==> config.mk <==
export PLATFORM = sky130hd
export DESIGN_NAME = ascii_bit_streamer_flat
export DESIGN_NICKNAME = d
export VERILOG_FILES = /design/src/rtl/ascii_bit_streamer_pkg.sv /design/src/rtl/ascii_bit_streamer_if.sv /design/src/rtl/ascii_bit_streamer_binary_to_ascii.sv /design/src/rtl/ascii_bit_streamer.sv /design/src/flat_wrapper.sv
export SDC_FILE = /design/constraint.sdc
export NUM_CORES = 1
export LEC_CHECK = 0
export ABC_AREA = 1
export CAP_MARGIN = 0
export CORE_MARGIN = 3
export CORE_UTILIZATION = 35
export DETAILED_ROUTE_END_ITERATION = 16
export GPL_ROUTABILITY_DRIVEN = 0
export GPL_TIMING_DRIVEN = 0
export PLACE_DENSITY = 0.56
export SLEW_MARGIN = 20
export SYNTH_ARGS = -nofsm -noshare
export SYNTH_HDL_FRONTEND = slang
export SYNTH_HIERARCHICAL = 1
export SYNTH_SLANG_ARGS = --single-unit
export TNS_END_PERCENT = 50
==> constraint.sdc <==
create_clock -name clk -period 1.6 [get_ports clk]
set_input_delay 0.32 -clock clk [delete_from_list [all_inputs] [get_ports clk]]
set_output_delay 0.32 -clock clk [all_outputs]
set_load 0.05 [all_outputs]
==> src/rtl/ascii_bit_streamer_pkg.sv <==
// rtl/ascii_bit_streamer_pkg.sv - shared state encoding and ASCII constants
package ascii_bit_streamer_pkg;

    localparam logic [2:0] ST_IDLE     = 3'd0;
    localparam logic [2:0] ST_SEND_BIT = 3'd1;
    localparam logic [2:0] ST_SEND_CR  = 3'd2;
    localparam logic [2:0] ST_SEND_LF  = 3'd3;
    localparam logic [2:0] ST_FINISH   = 3'd4;

    typedef enum logic [2:0] {
        S_IDLE     = ST_IDLE,
        S_SEND_BIT = ST_SEND_BIT,
        S_SEND_CR  = ST_SEND_CR,
        S_SEND_LF  = ST_SEND_LF,
        S_FINISH   = ST_FINISH
    } state_t;

    localparam logic [6:0] CH_ZERO = 7'd48;
    localparam logic [6:0] CH_ONE  = 7'd49;
    localparam logic [7:0] CH_CR   = 8'h0D;
    localparam logic [7:0] CH_LF   = 8'h0A;

endpackage

==> src/rtl/ascii_bit_streamer_if.sv <==
// rtl/ascii_bit_streamer_if.sv - command and character stream bundle for the bit streamer
interface ascii_bit_streamer_if #(
    parameter int WIDTH = 32
);
    logic             start;
    logic [WIDTH-1:0] data_in;
    logic [7:0]       char_out;
    logic             char_valid;
    logic             char_ready;
    logic             busy;
    logic             done;

    modport master (
        output start, data_in, char_ready,
        input  char_out, char_valid, busy, done
    );

    modport slave (
        input  start, data_in, char_ready,
        output char_out, char_valid, busy, done
    );
endinterface

==> src/rtl/ascii_bit_streamer_binary_to_ascii.sv <==
// rtl/ascii_bit_streamer_binary_to_ascii.sv - ASCII '0'/'1' of one word bit, column 0 = MSB
module ascii_bit_streamer_binary_to_ascii
    import ascii_bit_streamer_pkg::*;
#(
    parameter int size = 32
) (
    input  logic [size-1:0]      in,
    input  logic [$clog2(size):0] col,
    output logic [6:0]           out
);
    localparam logic [size-1:0] MSB_MASK = {1'b1, {(size-1){1'b0}}};

    logic sel_bit;

    // Sliding a one-hot mask down from the MSB selects in[size-1-col] without a subtraction.
    assign sel_bit = |(in & (MSB_MASK >> col));
    assign out     = sel_bit ? CH_ONE : CH_ZERO;
endmodule

==> src/rtl/ascii_bit_streamer.sv <==
// rtl/ascii_bit_streamer.sv - streams a word as ASCII bits, MSB first, with optional CR LF
module ascii_bit_streamer
    import ascii_bit_streamer_pkg::*;
#(
    parameter int WIDTH  = 32,
    parameter bit SEP_EN = 1'b1
) (
    input  logic               clk,
    input  logic               rst,
    ascii_bit_streamer_if.slave bus
);
    localparam int             CW       = $clog2(WIDTH);
    localparam logic [CW-1:0]  COL_LAST = CW'(WIDTH - 1);

    state_t           state_q, state_d;
    logic [CW-1:0]    col_q, col_d;
    logic [WIDTH-1:0] shadow_q, shadow_d;
    logic [6:0]       bit_char;

    ascii_bit_streamer_binary_to_ascii #(.size(WIDTH)) u_binary_to_ascii (
        .in  (shadow_q),
        .col ({1'b0, col_q}),
        .out (bit_char)
    );

    always_ff @(posedge clk or posedge rst) begin
        if (rst) begin
            state_q  <= S_IDLE;
            col_q    <= '0;
            shadow_q <= '0;
        end else begin
            state_q  <= state_d;
            col_q    <= col_d;
            shadow_q <= shadow_d;
        end
    end

    always_comb begin
        state_d        = state_q;
        col_d          = col_q;
        shadow_d       = shadow_q;
        bus.char_out   = 8'h00;
        bus.char_valid = 1'b0;
        bus.busy       = (state_q != S_IDLE);
        bus.done       = (state_q == S_FINISH);
        case (state_q)
            S_IDLE: begin
                if (bus.start) begin
                    shadow_d = bus.data_in;
                    col_d    = '0;
                    state_d  = S_SEND_BIT;
                end
            end
            S_SEND_BIT: begin
                bus.char_valid = 1'b1;
                bus.char_out   = {1'b0, bit_char};
                if (bus.char_ready) begin
                    if (col_q == COL_LAST) begin
                        state_d = SEP_EN ? S_SEND_CR : S_FINISH;
                    end else begin
                        col_d = col_q + 1'b1;
                    end
                end
            end
            S_SEND_CR: begin
                bus.char_valid = 1'b1;
                bus.char_out   = CH_CR;
                if (bus.char_ready) state_d = S_SEND_LF;
            end
            S_SEND_LF: begin
                bus.char_valid = 1'b1;
                bus.char_out   = CH_LF;
                if (bus.char_ready) state_d = S_FINISH;
            end
            S_FINISH: state_d = S_IDLE;
            default:  state_d = S_IDLE;
        endcase
    end
endmodule

==> src/flat_wrapper.sv <==
// flat-port wrapper written by rule: the top's interface ports become plain ports
module ascii_bit_streamer_flat import ascii_bit_streamer_pkg::*;
#(
    parameter int WIDTH  = 32,
    parameter bit SEP_EN = 1'b1
)
  (clk, rst, bus_start, bus_data_in, bus_char_ready, bus_char_out, bus_char_valid, bus_busy, bus_done);
  ascii_bit_streamer_if #(.WIDTH(WIDTH)) bus_i ();
  input  logic clk;
  input  logic rst;
  input wire logic [$bits(bus_i.start)-1:0] bus_start;
  input wire logic [$bits(bus_i.data_in)-1:0] bus_data_in;
  input wire logic [$bits(bus_i.char_ready)-1:0] bus_char_ready;
  output wire logic [$bits(bus_i.char_out)-1:0] bus_char_out;
  output wire logic [$bits(bus_i.char_valid)-1:0] bus_char_valid;
  output wire logic [$bits(bus_i.busy)-1:0] bus_busy;
  output wire logic [$bits(bus_i.done)-1:0] bus_done;
  assign bus_i.start = bus_start;
  assign bus_i.data_in = bus_data_in;
  assign bus_i.char_ready = bus_char_ready;
  assign bus_char_out = bus_i.char_out;
  assign bus_char_valid = bus_i.char_valid;
  assign bus_busy = bus_i.busy;
  assign bus_done = bus_i.done;
  ascii_bit_streamer #(.WIDTH(WIDTH), .SEP_EN(SEP_EN)) u_core (.clk(clk), .rst(rst), .bus(bus_i));
endmodule
==> summary.txt, run 1 <==
Status: finished with violations
Failing checks: negative setup slack
Reg-to-reg endpoint: u_core/col_q[4]
ANT nets after route: 0
CP Capture Type: output pin
Reg2reg path depth: 11
Sw Share: 46.3%
Setup TNS: -2.04 ns
Fillers: 648
Via density: 4.73
I/O pin count: 47
Final core occ: 50.2%
Cts hold-fix bufs: 0
Family with the most delay on the worst path: simple AND/OR/NAND/NOR gates
Switch Pwr: 0.00239 W
Yosys top cell area share: 42.8%
Worst R2R Setup Slack: -0.17 ns
I/O Buffers: 44
Max_cap viols: 0
Crit path top cell by count: nand2_1
WS Path Type: reg -> out
Seq/Total Area, Yosys: 42.8%
Initial DRC count: 112
Cells after synthesis: 316
Average wire per standard cell: 12.1 um
Multi-input gate area: 1090 sq um
Initial Util: 36.4%
Worst R2R Start: u_core/col_q[0]
Congestion Overflow GR: 0
DR vias: 2215
Pre-CTS WS: -1.04 ns
Fin crit share: 134%
Num Clock Sinks: 40
Critical-path top delay cell: dfrtp_2
Max-slew headroom: 41.1%
Core area: 6420 sq um
Die ar.: 7690 sq um
Total GRT Usage: 15.1%
Data required, critical path: 1.28 ns
Initial antenna violation count: 0
Dominant cell type by area after synthesis: dfrtp_1
Die height: 87.7 um
Worst skew pair latency: 0.29 ns
Design area: 3220 sq um
Root Buffer: clkbuf_8
Placed Area: 2920 sq um
Max Fclk: 468 MHz
DRC: 0
Reg area: 1010 sq um
Nets: 428
Unique cell type count in the Yosys netlist: 25
YS warnings: 6
Worst setup margin: -0.539 ns
Vias in the first global route: 2083
Max incr delay on CP: 0.49 ns
Htree depth: 2
Cell depth of the worst setup path: 11
Layout cell share with drive strength beyond 1: 23.5%
Worst Tran Pin Value: 0.880 ns
Hold Vio Cnt, Final: 0
Startpoint Class: flip-flop
Post-Route WL: 5650 um
Most area-consuming cells after synthesis: dfrtp_1 (43%), nand2_1 (13%), o21ai_1 (7.3%)
Final min period: 2.14 ns
Final Power: 0.00517 W
First-pass GRT wire length: 9300 um
CTS tree: yes
Peak supply drop: 0.553 mV
Largest net degree at the start of global routing: 25
Worst-path clk slew: 0.08 ns
Comb power frac: 51.3%
Mapped Area: 2340 sq um
CP Data Arrival Time: 1.82 ns
Antenna Diode Count: 0
Type of the worst min-delay path: in -> async
RSZ-0062 raised after global routing: true
Leak: 1.69 nW
Sequential power share: 35.3%
Int Power: 0.00278 W
Final setup viols: 12
Core Rows: 29
Syn_area_per_cell: 7.40 sq um
CTS Buffer Depth: 2
Die width: 87.7 um
Skew final: 0.00756 ns
Pins Over Slew Limit: 0
Clock group share of total power: 13.4%
PD cells: 1600 nW/um^2
Drt pass-1 iters: 4
CP Cell Sequence: inv_2 > nor2_4 > nand4_1 > nand2_1 > nor2_2 > nand2_1 > o21ai_1 > nand2_1 > nand2_1 > nand2_2 > buf_8
DP HPWL: 4140 um
Critical Path Fanout Max: 8
CTS buffer count: 5
FF+latch count, synth: 40
Synth-to-layout area growth: 38.0%
CP Buf/Inv Count: 2
power groups by stage:
stage / sequential (W) / clock [W] / combinational [W]
2_1_floorplan: 0.00173 / 0 / 0.00179
3_3_place_gp: 0.00185 / 0 / 0.00238
3_5_place_dp: 0.00185 / 0 / 0.00242
4_1_cts: 0.00181 / 0.000713 / 0.00252
5_1_grt: 0.00188 / 0.000749 / 0.00294
6_report: 0.00183 / 0.000694 / 0.00265
area by class of cell:
type                    instances  share of cell area (%)
inverters                      50                    6.05
flip-flops and latches         40                    31.2
multi-input cells             213                    33.8
clock inverters                 1                   0.233
plain buffers                  18                    4.31
repair buffers                 62                    18.7
well taps                      77                    2.99
clock buffers                   7                    2.68
worst max path at each step:
| stage | start | end | slack (ns) |
|---|---|---|---|
| after global placement | u_core/col_q[1] | bus_char_out[0] | -1.04 |
| final | u_core/col_q[0] | bus_char_out[0] | -0.54 |
| after CTS | u_core/col_q[0] | bus_char_out[0] | -0.52 |
| after floorplan | u_core/state_q[2] | bus_done | -0.31 |
| after detailed placement | u_core/col_q[1] | bus_char_out[0] | -1.04 |
| after global routing | u_core/col_q[2] | bus_char_out[0] | -0.67 |
stage by stage:
step | instances | hold WS (ns)
detailed placement | 444 | 0.482
CTS | 464 | 0.345
floorplan | 322 | 0.453
finish | 468 | 0.345
global route | 468 | 0.369
global placement | 443 | 0.477
flip-flops by register name, summed over array words and instances, names as in the netlist:
name and cells:
u_core/state_q 3, u_core/shadow_q 32, u_core/col_q 5
cells by family after synthesis:
group,Yosys count,share of synthesized area (%)
fa+ha+maj,2,1.07
buf+inv,69,13.7
simple gates,165,33.7
compound gates,37,8.19
other cells,3,0.482
flops,40,42.8
repair_timing:
item,CTS,global route
gates cloned,2,0
gates resized for setup,67,25
setup buffers,11,4
pin swaps,9,9
setup endpoints to repair,17,17
synthesized netlist by cell type, drive strengths merged:
library cell   n
buf           19
o21ai         34
dfrtp         40
nor2          28
nand3b         3
inv           50
a21oi          2
conb           3
nor3           4
nand3         17
nand2         89
o21a           1
nand4         24
ha             2
layout by cell type, fill, tap and decap left out, types with 4 or more instances in the layout:
cell / instances
o21ai_1: 34
conb_1: 9
nand3_1: 14
inv_2: 7
dfrtp_2: 5
buf_6: 14
nor2_4: 5
inv_1: 41
clkbuf_8: 6
clkdlybuf4s50_1: 35
dfrtp_1: 35
nor2_1: 19
nand2_1: 79
nand4_1: 24
buf_2: 7
nand2_2: 9
buf_4: 22
nor2_2: 4
per-layer routing:
layer | vias up | global-route usage, % | routed length [um]
li1 | 1134 | - | -
met1 | 1023 | 19.6 | 2570
met2 | 49 | 25.8 | 2760
met3 | 9 | 3.10 | 246
met4 | 0 | 4.04 | 66
met5 | - | 0 | 0
Power figures use the tool's default switching activity.
==> run 2, diff against run 1 <==
- CTS_CLUSTER_DIAMETER: unset -> 200
- RECOVER_POWER: unset -> 25
- TNS_END_PERCENT: 50 -> unset
==> summary.txt, run 2 (synthesis gave the netlist of run 1 again) <==
Type of the worst min-delay path: reg -> reg
Max_cap viols: 0
Leading cell type in the layout, fill and taps excluded: nand2_1
Minimum hold slack: 0.494 ns
Final setup viols: 15
Final core occ: 55.2%
Initial Util: 36.4%
Congestion Overflow GR: 0
Initial DRC count: 109
Critical Path Fanout Max: 6
DRC: 0
Failing checks: negative setup slack
Fin crit share: 135%
Average wire per standard cell: 12.2 um
Die ar.: 7690 sq um
Setup TNS: -1.94 ns
Max-slew headroom: 41.1%
WS Path Type: reg -> out
Core Rows: 29
Hold wc startpoint: u_core/shadow_q[26]
Final min period: 2.16 ns
Initial antenna violation count: 0
Cts hold-fix bufs: 0
Drt pass-1 iters: 4
Status: finished with violations
Core area: 6420 sq um
DP HPWL: 4090 um
Start point of the critical path: u_core/col_q[3]
Max incr delay on CP: 0.38 ns
Max reg flops: 32
PD cells: 1700 nW/um^2
ANT nets after route: 0
Largest net degree at the start of global routing: 25
Total GRT Usage: 16.7%
Antenna Diode Count: 0
Clock group share of total power: 11.4%
Sequential power share: 30.2%
Num Clock Sinks: 40
Die height: 87.7 um
Die width: 87.7 um
CTS buffer count: 5
Sw Share: 44.3%
Family with the most delay on the worst path: simple AND/OR/NAND/NOR gates
CP Buf/Inv Count: 4
Nets: 449
CP Cell Sequence: buf_6 > inv_6 > buf_6 > nand4_1 > nand2_1 > nor2_1 > nand2_1 > o21ai_1 > nand2_1 > nand2_4 > nand2_4 > buf_8
CP Data Arrival Time: 1.84 ns
Root Buffer: clkbuf_8
Largest registers: u_core/shadow_q: 32 flops, u_core/col_q: 5 flops, u_core/state_q: 3 flops
Int Power: 0.00335 W
First-pass GRT wire length: 10200 um
Leak: 1.85 nW
Switch Pwr: 0.00267 W
I/O Buffers: 44
Startpoint Class: flip-flop
Multi-input gate area: 1180 sq um
Htree depth: 2
CTS Buffer Depth: 2
Hold Vio Cnt, Final: 0
Worst-path clk slew: 0.08 ns
Top reg by flops: u_core/shadow_q
Peak supply drop: 0.581 mV
Via density: 4.77
DR vias: 2334
Reg area: 1010 sq um
Skew final: 0.00335 ns
Worst setup margin: -0.564 ns
Comb power frac: 58.4%
Post-Route WL: 5990 um
CTS tree: yes
Pre-CTS WS: -0.974 ns
Commonest cells after routing, fill and taps aside: nand2_1 (76), inv_1 (40)
Layout cell share with drive strength beyond 1: 30.3%
RSZ-0062 raised after global routing: true
Data required, critical path: 1.28 ns
Max Fclk: 462 MHz
Crit path top cell by count: nand2_1
Worst skew pair latency: 0.29 ns
Worst R2R Start: u_core/col_q[0]
Fillers: 615
CP Capture Type: output pin
Critical-path top delay cell: dfrtp_1
Synth-to-layout area growth: 51.7%
Pins Over Slew Limit: 0
I/O pin count: 47
Vias in the first global route: 2255
Worst Tran Pin Value: 0.880 ns
## run 2: cell types whose count changed in the layout (fill, tap and decap cells not counted), sizes merged
cell	before	now
clkinvlp	1	0
clkdlybuf4s50	35	34
clkinv	0	2
dlygate4sd3	0	1
buf	45	65
## run 2: path summary, 6_finish.rpt
| kind | end | slack [ns] | cells past startpoint |
|---|---|---|---|
| min in group asynchronous | u_core/col_q[0] | 0.60 | 2 |
| worst min register to register | u_core/shadow_q[26] | 0.49 | 2 |
| worst min-delay path | u_core/shadow_q[26] | 0.49 | 2 |
| max in group asynchronous | u_core/shadow_q[29] | 0.44 | 3 |
| worst max register to register | u_core/col_q[4] | -0.12 | 12 |
| worst max-delay path | bus_char_out[0] | -0.56 | 12 |
## run 2: metal layers
metal | global-route usage (%) | part of all wire, % | vias to the layer above
li1 | - | - | 1182
met4 | 7.39 | 2.3 | 0
met2 | 27.3 | 48 | 59
met1 | 21.4 | 45 | 1081
met5 | 0 | 0 | -
met3 | 3.57 | 3.9 | 12
## run 2: cell type report
type | count | area share, %
Clock buffer | 6 | 2.33
Tap cell | 77 | 2.72
Inverter | 50 | 5.65
Timing Repair Buffer | 83 | 23.4
Sequential cell | 40 | 28.4
Clock inverter | 2 | 0.282
Multi-Input combinational cell | 213 | 33.3
Buffer | 18 | 3.88
## run 2: what timing repair did
item / 4_1_cts / 5_1_grt
hold endpoints to repair: 0 / 0
buffers inserted: 20 / 17
pin swaps: 16 / 11
setup endpoints to repair: 16 / 17
gates cloned: 1 / 0
resized for setup: 95 / 27
## run 2: worst min-delay path, stage by stage (launching register included)
cell and delay [ns]:
dfrtp_1 0.35, nand2_1 0.05, o21ai_1 0.06
## run 2: power groups by stage
stage                     clock network (W)  logic (W)  registers [W]
after floorplan                           0    0.00183        0.00174
after global placement                    0    0.00241        0.00187
after detailed placement                  0    0.00246        0.00186
after CTS                          0.000716    0.00303        0.00184
after global routing               0.000755    0.00383        0.00188
final                              0.000687    0.00352        0.00182
## run 2: through the flow
| stage | area [sq um] | power (W) | instances |
|---|---|---|---|
| 3_3_place_gp | 2930 | 0.00428 | 443 |
| 4_1_cts | 3330 | 0.00559 | 472 |
| 3_5_place_dp | 2960 | 0.00432 | 444 |
| 2_1_floorplan | 2390 | 0.00357 | 322 |
| 6_report | 3550 | 0.00603 | 489 |
| 5_1_grt | 3550 | 0.00647 | 489 |
==> run 3, diff against run 2 <==
- PLACE_DENSITY: 0.56 -> 0.55
- SYNTH_HIERARCHICAL: 1 -> unset
- clock period: 1.6 -> 2 ns (I/O delays scaled with it)
==> summary.txt, run 3 <==
Synth-to-layout area growth: 37.7%
Initial DRC count: 77
Fillers: 550
Average wire per standard cell: 14.3 um
Peak supply drop: 0.630 mV
CTS tree: yes
Top reg by flops: u_core.shadow_q
Top_reg_cell synth: dfrtp_1
Skew final: 0.00933 ns
Post-synth EDFFs: 0
DR vias: 1797
Core area: 5680 sq um
Mapped Area: 2110 sq um
Max-slew headroom: 50.0%
Total GRT Usage: 15.4%
Leak: 1.32 nW
Critical Path Fanout Max: 7
Worst Tran Pin Value: 0.749 ns
Worst setup margin: -0.275 ns
Vias in the first global route: 1758
Worst R2R Start: u_core.col_q[2]
Antenna Diode Count: 0
Worst skew pair latency: 0.29 ns
Die width: 83.7 um
Failing checks: negative setup slack
Worst-path clk slew: 0.08 ns
Hold Vio Cnt, Final: 0
I/O Buffers: 44
Data required, critical path: 1.60 ns
Max reg flops: 32
Cts hold-fix bufs: 0
Congestion Overflow GR: 0
Status: finished with violations
Asr flop ratio synth: 100%
PD cells: 1320 nW/um^2
Core Rows: 27
Syn_area_per_cell: 9.27 sq um
Unique cell type count in the Yosys netlist: 26
YS warnings: 0
Drt pass-1 iters: 4
Die height: 83.7 um
Count leader, synth: dfrtp_1
RSZ-0062 raised after global routing: true
CP Capture Type: output pin
FF+latch count, synth: 40
Htree depth: 2
Nets: 331
Via density: 4.99
Die ar.: 7010 sq um
Post-Route WL: 5160 um
Hold wc startpoint: u_core.shadow_q[22]
Cells after DPL: 346
I/O pin count: 47
WHS Path Cells: 1
Max_cap viols: 0
Setup TNS: -0.275 ns
Final min period: 2.28 ns
Dominant cell type by area after synthesis: dfrtp_1
Synth cell count leaders: dfrtp_1 (40), nor2_1 (33), mux2_2 (23)
Max Fclk: 440 MHz
DP HPWL: 3640 um
CTS buffer count: 5
WS Path Type: reg -> out
CP Data Arrival Time: 1.88 ns
Pins Over Slew Limit: 0
Startpoint Class: flip-flop
Post-route insts no fill: 360
Initial Util: 37.2%
Layout cell share with drive strength beyond 1: 28.8%
Yosys top cell area share: 47.4%
Initial antenna violation count: 0
Reg2reg path depth: 9
Final setup viols: 1
Start point of the critical path: u_core.col_q[0]
Largest registers: u_core.shadow_q: 32 flops, u_core.col_q: 5 flops, u_core.state_q: 3 flops
Leading cell type in the layout, fill and taps excluded: dfrtp_1
CTS Buffer Depth: 2
Largest net degree at the start of global routing: 23
Commonest cells after routing, fill and taps aside: dfrtp_1 (39), clkdlybuf4s50_1 (34), nor2_1 (31)
Seq/Total Area, Yosys: 47.4%
Num Clock Sinks: 40
Most area-consuming cells after synthesis: dfrtp_1 (47%), mux2_2 (12%), nand4_1 (5.9%)
Design area: 2910 sq um
First-pass GRT wire length: 8670 um
Pre-CTS WS: -0.932 ns
DRC: 0
Cells after synthesis: 228
ANT nets after route: 0
Fin crit share: 114%
Placed Area: 2680 sq um
Type of the worst min-delay path: reg -> reg
Root Buffer: clkbuf_8
Final Power: 0.00384 W
## run 3: critical path: stages (launching register included)
cell	delay, ns
dfrtp_1	0.43
inv_2	0.14
ha_4	0.21
nand3_1	0.12
nor2_1	0.14
nor2_1	0.07
nand2_1	0.06
nor2_1	0.04
nand2_1	0.06
nand3_2	0.08
nand2_2	0.09
buf_8	0.14
## run 3: layout make-up
cell class / count / area (sq um) / share of cell area (%)
Multi-Input combinational cell: 153 / 1060 / 36.6
Sequential cell: 40 / 1000 / 34.4
Clock inverter: 1 / 5.00 / 0.172
Inverter: 22 / 86.3 / 2.97
Clock buffer: 6 / 72.6 / 2.49
Tap cell: 72 / 90.1 / 3.10
Timing Repair Buffer: 54 / 503 / 17.3
Buffer: 12 / 86.3 / 2.97
## run 3: through the flow
| step | utilization (%) | hold WS (ns) |
|---|---|---|
| floorplan | - | 0.465 |
| global route | 51.3 | 0.531 |
| CTS | 51.3 | 0.458 |
| detailed placement | 47.2 | 0.485 |
| global placement | 46.7 | 0.479 |
| finish | 51.3 | 0.499 |
## run 3: routing by layer
metal | routed length, um | track usage, % | up-vias
met5 | 0 | 0 | -
met4 | 61 | 3.51 | 0
met3 | 256 | 4.34 | 7
met2 | 2450 | 24.7 | 44
met1 | 2390 | 20.6 | 858
li1 | - | - | 888
## run 3: power by group
group / leakage (nW) / total (W) / internal [W] / switching [W]
sequential: 0.474 / 0.00141 / 0.00118 / 0.000228
clock: 0.0410 / 0.000514 / 0.000237 / 0.000277
combinational: 0.801 / 0.00192 / 0.000802 / 0.00112
## run 3: kinds of logic (layout without fill, tap and decap cells)
logic type / after synthesis / after routing / synth area share (%)
flip-flops: 40 / 40 / 47.4
AO/OA/AOI/OAI: 18 / 18 / 4.44
adder cells (fa/ha/maj): 7 / 7 / 4.14
AND/OR/NAND/NOR: 102 / 102 / 23.2
buffers and inverters: 36 / 95 / 7.93
other: 1 / 2 / 0.177
multiplexers: 24 / 24 / 12.8
## run 3: final timing paths
kind / endpoint / slack [ns]
worst max-delay path: bus_char_out[0] / -0.28
worst min-delay path: u_core.shadow_q[22] / 0.50
min in group asynchronous: u_core.shadow_q[18] / 0.68
worst min register to register: u_core.shadow_q[22] / 0.50
worst max register to register: u_core.col_q[4] / 0.17
max in group asynchronous: u_core.shadow_q[10] / 0.30
## run 3: repair_timing
action                     4_1_cts  5_1_grt
setup endpoints to repair        9       10
pin swaps                       18        6
buffers inserted                 7        2
gates resized for setup         49       13
